<file path="src/rtl/hwpe_stream_sink_packer.sv">
// Upsizing HWPE-Stream packer: gathers RATIO narrow beats into one registered wide beat,
// flushing early on last with the unwritten lanes strobed off.
module hwpe_stream_sink_packer #(
    parameter int unsigned IN_WIDTH  = 32,
    parameter int unsigned OUT_WIDTH = 128,
    parameter int unsigned CNT_WIDTH = 16,
    localparam int unsigned RATIO    = OUT_WIDTH / IN_WIDTH,
    localparam int unsigned LANE_W   = $clog2(RATIO)
) (
    input  logic                   clk_i,
    input  logic                   rst_i,
    input  logic                   clear_i,
    input  logic [IN_WIDTH-1:0]    push_data_i,
    input  logic [IN_WIDTH/8-1:0]  push_strb_i,
    input  logic                   push_last_i,
    input  logic                   push_valid_i,
    output logic                   push_ready_o,
    output logic [OUT_WIDTH-1:0]   pop_data_o,
    output logic [OUT_WIDTH/8-1:0] pop_strb_o,
    output logic                   pop_last_o,
    output logic                   pop_valid_o,
    input  logic                   pop_ready_i,
    output logic [LANE_W-1:0]      lane_o,
    output logic [CNT_WIDTH-1:0]   words_o,
    output logic                   done_o
);

    localparam int unsigned IN_SW  = IN_WIDTH / 8;
    localparam int unsigned OUT_SW = OUT_WIDTH / 8;

    logic [LANE_W-1:0]    lane_q;
    logic [OUT_WIDTH-1:0] asm_data_q;
    logic [OUT_SW-1:0]    asm_strb_q;
    logic [OUT_WIDTH-1:0] out_data_q;
    logic [OUT_SW-1:0]    out_strb_q;
    logic                 out_last_q;
    logic                 out_valid_q;
    logic [CNT_WIDTH-1:0] words_q;
    logic                 done_q;

    logic                 completing;
    logic                 accept;
    logic                 pop;
    logic [OUT_WIDTH-1:0] merged_data;
    logic [OUT_SW-1:0]    merged_strb;

    assign completing   = (lane_q == LANE_W'(RATIO - 1)) | push_last_i;
    assign push_ready_o = ~out_valid_q | pop_ready_i | ~completing;
    assign accept       = push_valid_i & push_ready_o;
    assign pop          = out_valid_q & pop_ready_i;

    // Lanes below the fill pointer keep assembled data, the current lane takes
    // the incoming beat, lanes above are forced to zero so a flush strobes them off.
    always_comb begin
        merged_data = '0;
        merged_strb = '0;
        for (int k = 0; k < int'(RATIO); k++) begin
            if (LANE_W'(k) < lane_q) begin
                merged_data[k*IN_WIDTH +: IN_WIDTH] = asm_data_q[k*IN_WIDTH +: IN_WIDTH];
                merged_strb[k*IN_SW +: IN_SW]       = asm_strb_q[k*IN_SW +: IN_SW];
            end else if (LANE_W'(k) == lane_q) begin
                merged_data[k*IN_WIDTH +: IN_WIDTH] = push_data_i;
                merged_strb[k*IN_SW +: IN_SW]       = push_strb_i;
            end
        end
    end

    always_ff @(posedge clk_i) begin
        if (rst_i || clear_i) begin
            lane_q      <= '0;
            asm_data_q  <= '0;
            asm_strb_q  <= '0;
            out_data_q  <= '0;
            out_strb_q  <= '0;
            out_last_q  <= 1'b0;
            out_valid_q <= 1'b0;
            words_q     <= '0;
            done_q      <= 1'b0;
        end else begin
            if (accept) begin
                if (completing) begin
                    out_data_q <= merged_data;
                    out_strb_q <= merged_strb;
                    out_last_q <= push_last_i;
                    asm_data_q <= '0;
                    asm_strb_q <= '0;
                    lane_q     <= '0;
                end else begin
                    asm_data_q <= merged_data;
                    asm_strb_q <= merged_strb;
                    lane_q     <= lane_q + LANE_W'(1);
                end
            end
            // A load in the same cycle as a pop keeps the output full.
            if (accept && completing) begin
                out_valid_q <= 1'b1;
            end else if (pop) begin
                out_valid_q <= 1'b0;
            end
            if (pop) begin
                words_q <= words_q + CNT_WIDTH'(1);
            end
            done_q <= pop & out_last_q;
        end
    end

    assign pop_data_o  = out_data_q;
    assign pop_strb_o  = out_strb_q;
    assign pop_last_o  = out_last_q;
    assign pop_valid_o = out_valid_q;
    assign lane_o      = lane_q;
    assign words_o     = words_q;
    assign done_o      = done_q;

endmodule

</file>
<file path="config.mk">
export PLATFORM = sky130hd
export DESIGN_NAME = hwpe_stream_sink_packer
export DESIGN_NICKNAME = d
export VERILOG_FILES = /design/src/rtl/hwpe_stream_sink_packer.sv
export SDC_FILE = /design/constraint.sdc
export NUM_CORES = 1
export LEC_CHECK = 0
export ABC_AREA = 1
export BUFFER_PORTS_ARGS = -buffer_cell sky130_fd_sc_hd__buf_4
export CAP_MARGIN = 20
export CORE_MARGIN = 5
export CORE_UTILIZATION = 47
export CTS_CLUSTER_DIAMETER = 80
export CTS_CLUSTER_SIZE = 12
export DETAILED_ROUTE_END_ITERATION = 7
export PLACE_DENSITY = 0.81
export SLEW_MARGIN = 25
export SYNTH_ARGS = -nofsm -noshare
export SYNTH_HDL_FRONTEND = slang
export SYNTH_SLANG_ARGS = --single-unit
</file>
<file path="constraint.sdc">
create_clock -name clk_i -period 1.9 [get_ports clk_i]
set_input_delay 0.38 -clock clk_i [delete_from_list [all_inputs] [get_ports clk_i]]
set_output_delay 0.38 -clock clk_i [all_outputs]
set_load 0.03 [all_outputs]
</file>
## Word-level counts from Yosys, hierarchy flattened

Index checks and enable logic that the tools add are counted.

| word-level totals | value |
|---|---|
| register bits after elaboration | 309 |
| bits in latches | 0 |
| bits in writable memories | 0 |
| ROM bits | 0 |
| memories | 0 |

| operators by class | value |
|---|---|
| add/subtract/negate cells | 2 |
| multiply operators | 0 |
| divide/modulo/power cells | 0 |
| $lt $le $gt $ge | 4 |
| eq/ne operators | 4 |
| shift operators | 0 |
| muxes and demuxes | 21 |
| bitwise gates (word level) | 8 |
| reduce and logical (&&, ||, !) cells | 5 |

Operator list:

| kind | number |
|---|---|
| $mux W32 | 8 |
| $mux W128 | 1 |
| $mux W4 | 8 |
| $add A16 B1 Y16 const B | 1 |
| $mux W16 | 1 |
| $eq A2 B2 Y1 const A | 2 |
| $lt A1 B2 Y1 const A | 2 |
| $lt A2 B2 Y1 const A | 2 |
| $and A1 B1 Y1 | 3 |
| $or A1 B1 Y1 | 3 |
| $add A2 B1 Y2 const B | 1 |
| $eq A1 B2 Y1 const A | 1 |
| $eq A2 B2 Y1 const B | 1 |
| $logic_not A2 Y1 | 1 |
| $mux W1 | 2 |
| $mux W2 | 1 |
| $not A1 Y1 | 2 |
| $reduce_and A2 Y1 | 1 |
| $reduce_bool A2 Y1 | 1 |
| $logic_and A1 B1 Y1 | 1 |
| $logic_or A1 B1 Y1 | 1 |

## Depth between registers and ports, before layout

| logic depth | value |
|---|---|
| depth after elaboration | 7 |
| mapped depth | 10 |

## Least setup slack after synthesis

OpenSTA, ideal clock, no wires.

| timing path | value |
|---|---|
| path kind | reg2reg |
| from | register lane_q[0], in the netlist lane_o[0] |
| to | register asm_data_q[14] |
| library setup time | 0.070 ns |
| arrival | 1.781 ns |
| path slack | 0.049 ns |
| stages on the path, launching flop included | 11 |
| path through | dfxtp_1 -> ha_1 -> nor2_1 -> inv_2 -> nand3_2 -> nand2_2 -> buf_4 -> buf_6 -> buf_4 -> nand2_1 -> a21oi_1 |

| between the ends | value |
|---|---|
| cells in the longest elaborated chain, start to end | 5 |
| elaborated cells between the ends (all ways) | 10 |

Ends and longest elaborated chain:

| element | RTL line | RTL |
|---|---|---|
| start, declared | 31 | `logic [LANE_W-1:0] lane_q;` |
| start signal, assigned | 91 | `lane_q <= lane_q + LANE_W'(1);` |
| $eq A2 B2 Y1 | 47 | `assign completing = (lane_q == LANE_W'(RATIO - 1)) \| push_last_i;` |
| $or A1 B1 Y1 | 47 |  |
| $not A1 Y1 | 48 | `assign push_ready_o = ~out_valid_q \| pop_ready_i \| ~completing;` |
| $or A1 B1 Y1 | 48 |  |
| via push_ready_o | 17 | `output logic push_ready_o,` |
| $and A1 B1 Y1 | 49 | `assign accept = push_valid_i & push_ready_o;` |
| end signal, assigned | 89 | `asm_data_q <= merged_data;` |
| end, declared | 32 | `logic [OUT_WIDTH-1:0] asm_data_q;` |

The timed path passes the listed nets, and every way through them passes these cells.
A chain may end at the register's enable or synchronous reset.

## Final worst setup path

| timing path | value |
|---|---|
| from | register lane_q[1], in the netlist lane_o[1] |
| to | output port push_ready_o |

| between the ends | value |
|---|---|
| cells in the longest elaborated chain, start to end | 4 |

Ends and longest elaborated chain:

| element | RTL line |
|---|---|
| $eq A2 B2 Y1 | 47 |
| $or A1 B1 Y1 | 47 |
| $not A1 Y1 | 48 |
| $or A1 B1 Y1 | 48 |
| end, declared | 17 |

No other way between the ends.

==> impl_metrics.env <==
export IMPL_status="completed"
export IMPL_yosys_area_share_simple=0.245
export IMPL_criticalPathCategory="reg -> out"
export IMPL_vias=10400
export IMPL_r2r_start="lane_o[1]"
export IMPL_slew_viol_final=0
export IMPL_fp_dieH_um=162
export IMPL_placed_area_um2=12700
export IMPL_cts_buffers=26
export IMPL_ir_drop_v=0.000602
export IMPL_p_per_area_nw_per_um2=826
export IMPL_drive_gt1_frac=0.169
export IMPL_rows=55
export IMPL_core_area_um2=22600
export IMPL_netlist_area_um2=10800
export IMPL_grt_pass1_vias=9763
export IMPL_worstHoldPathCells=3
export IMPL_finalHoldViolCount=0
export IMPL_fmax_mhz=544
export IMPL_worstSetupEndpointType="primary output"
export IMPL_tritoncts="yes"
export IMPL_cts_path_max_buffers=3
export IMPL_first_pass_iters=6
export IMPL_root_buffer="clkbuf_16"
export IMPL_grt_met2_usage=0.359
export IMPL_yosysSeqAreaShare=0.505
export IMPL_tightestPinTransition_ps=486
export IMPL_drtAntennaViolNets=0
export IMPL_syn_nets=1567
export IMPL_finalCritPeriodShare=0.968
export IMPL_startpoint_type="register"
export IMPL_grt_max_degree=110
export IMPL_clk_latency_ps=520
export IMPL_wire_per_inst_um=15.0
export IMPL_htree_num_levels=1
export IMPL_cts_sink_count=273
export IMPL_final_cell_mix="nand2_1, a21oi_1, dfxtp_1"
export IMPL_ys_ff_latch=273
export IMPL_synth_top_area_cell="dfxtp_1"
export IMPL_grt_overflow=0
export IMPL_synth_compound_area_frac=0.177
export IMPL_busiest_layer="met2"
export IMPL_finalSetupTns_ps=0
export IMPL_max_slew_margin=0.676
export IMPL_grt_pass1_wl_um=49000
export IMPL_synthXorXnorAreaFrac=0
export IMPL_hold_buffers=0
export IMPL_power_switching_share=0.232
export IMPL_final_cells=1964
export IMPL_hp_start="push_data_i[25]"
export IMPL_p_sw_uw=2560
export IMPL_setup_violations_final=0
export IMPL_synthTopCellsByArea="dfxtp_1, nand2_1, a21oi_1, o21ai_0, nor2_1"
export IMPL_diodes=0
export IMPL_p_leak_uw=0.00503
export IMPL_combPwrFrac=0.069
export IMPL_p_clk_frac=0.406
export IMPL_met3_usage=0.0457
export IMPL_reg2reg_depth=9
export IMPL_vias_per_cell=5.29
export IMPL_finClkSkew_ps=8.35
export IMPL_r2r_slack_ps=230
export IMPL_layout_commonest_cell="nand2_1"
export IMPL_synth_top_family_by_area="simple AND/OR/NAND/NOR gates"
export IMPL_clk_pin_slew_ps=60
export IMPL_fin_nets=1726
export IMPL_synthAdderAreaFrac=0.00578
export IMPL_placed_cells=1935
export IMPL_p_int_uw=8480
export IMPL_cp_arrival_ps=1460
export IMPL_wirelength_um=29500
export IMPL_die_area_um2=26200
export IMPL_hpwlAfterDp_um=19200
export IMPL_syn_to_final_growth_pct=23.4
export IMPL_antenna_found_initial=0
export IMPL_grt_use_met1=0.298
export IMPL_yosysTopAreaCellShare=0.505
export IMPL_grt_use_total=0.218
export IMPL_fillers=2001
export IMPL_portBuffers=207
export IMPL_yosys_warnings=0
export IMPL_pwr_share_seq=0.525
export IMPL_final_util=0.590
export IMPL_crit_required_ps=1520
export IMPL_synth_area_per_cell_um2=7.12
export IMPL_fin_crit_ps=1840
export IMPL_cap_viol_max_count=0
export IMPL_worstHoldPathType="in -> reg"
export IMPL_crit_fanout=4
export IMPL_gp_congestion=0.827
export IMPL_synth_cell_types=25
export IMPL_hold_end="pop_data_o[121]"
export IMPL_drc=0
export IMPL_drtIter0Drc=810
export IMPL_die_w_um=162
export IMPL_rsz0062_at_grt="false"
export IMPL_start_util=0.478
export IMPL_finalInstanceArea_um2=13400
export IMPL_muxShareOfSynthArea=0
export IMPL_floorplan_io_pins=208
export IMPL_r2r_end="pop_data_o[81]"
export IMPL_synth_cells=1520
==> critical path, stage by stage, from the launching register on <==
cell and delay, ps:
dfxtp_2 340, ha_4 180, nor2_2 100, inv_2 60, nand3_4 80, buf_4 170
==> cells in the mapped netlist <==
library cell,count
a31oi_1,1
o21ai_0,73
nand2_2,2
ha_1,5
nand3_2,1
nor2_4,1
o21a_1,1
o21bai_1,1
dfxtp_1,273
buf_6,1
nand2_1,611
o21ai_1,7
inv_2,4
buf_2,44
buf_4,10
inv_1,57
nor3_2,1
nand3_1,12
buf_1,4
nor3_1,3
clkbuf_1,46
nand4_1,1
nor2_2,2
a21oi_1,299
nor2_1,60
==> registers in the layout (all words and copies together), names as in the netlist <==
name         cells
pop_data_o     128
asm_data_q      96
pop_strb_o      16
words_o         16
asm_strb_q      12
lane_o           2
done_o           1
pop_last_o       1
pop_valid_o      1
==> stage by stage <==
| stage | hold WS (ps) | setup slack [ps] | total power [µW] |
|---|---|---|---|
| floorplan | 439 | 49.0 | 6390 |
| global placement | 447 | 335 | 6660 |
| detailed placement | 452 | 270 | 6670 |
| CTS | 107 | 19.7 | 11100 |
| global route | 107 | 7.53 | 11500 |
| finish | 124 | 60.9 | 11000 |
==> power by group through the flow <==
stage                     registers [µW]  clock network (µW)  logic [µW]
after global placement              5920                   0         747
after global routing                5790                4850         835
final                               5790                4480         761
after CTS                           5790                4590         761
after floorplan                     5960                   0         427
after detailed placement            5920                   0         755
==> routing by layer <==
| metal | up-vias | share of wire |
|---|---|---|
| met2 | 385 | 0.46 |
| met5 | - | 0 |
| met3 | 39 | 0.079 |
| met1 | 4802 | 0.44 |
| met4 | 0 | 0.016 |
| li1 | 5163 | - |
==> worst max path at each step <==
stage                     slack, ps              to      start
final                            60    push_ready_o  lane_o[1]
after global routing              8    push_ready_o  lane_o[1]
after CTS                        20    push_ready_o  lane_o[0]
after detailed placement        270  asm_data_q[77]  lane_o[1]
after global placement          340  pop_data_o[68]  lane_o[1]
after floorplan                  50  asm_data_q[14]  lane_o[0]
==> area by class of cell <==
| cell class | instances | area [µm²] | area share |
|---|---|---|---|
| Clock buffer | 27 | 676 | 0.0506 |
| Clock inverter | 1 | 5.00 | 0.000375 |
| Inverter | 61 | 235 | 0.0176 |
| Multi-Input combinational cell | 1081 | 4690 | 0.351 |
| Sequential cell | 273 | 5470 | 0.409 |
| Tap cell | 285 | 357 | 0.0267 |
| Timing Repair Buffer | 236 | 1930 | 0.145 |
==> what timing repair did <==
| item | in CTS | in global routing |
|---|---|---|
| buffers inserted | 1 | 0 |
| endpoints found under the setup margin | 1 | 1 |
| pin swaps | 0 | 1 |
| resized for setup | 2 | 2 |
==> cells by family after synthesis <==
| family | after synthesis |
|---|---|
| flops | 273 |
| compound gates | 382 |
| simple gates | 694 |
| buf+inv | 166 |
| fa+ha+maj | 5 |
No activity file was read; power rests on OpenSTA's default activity.
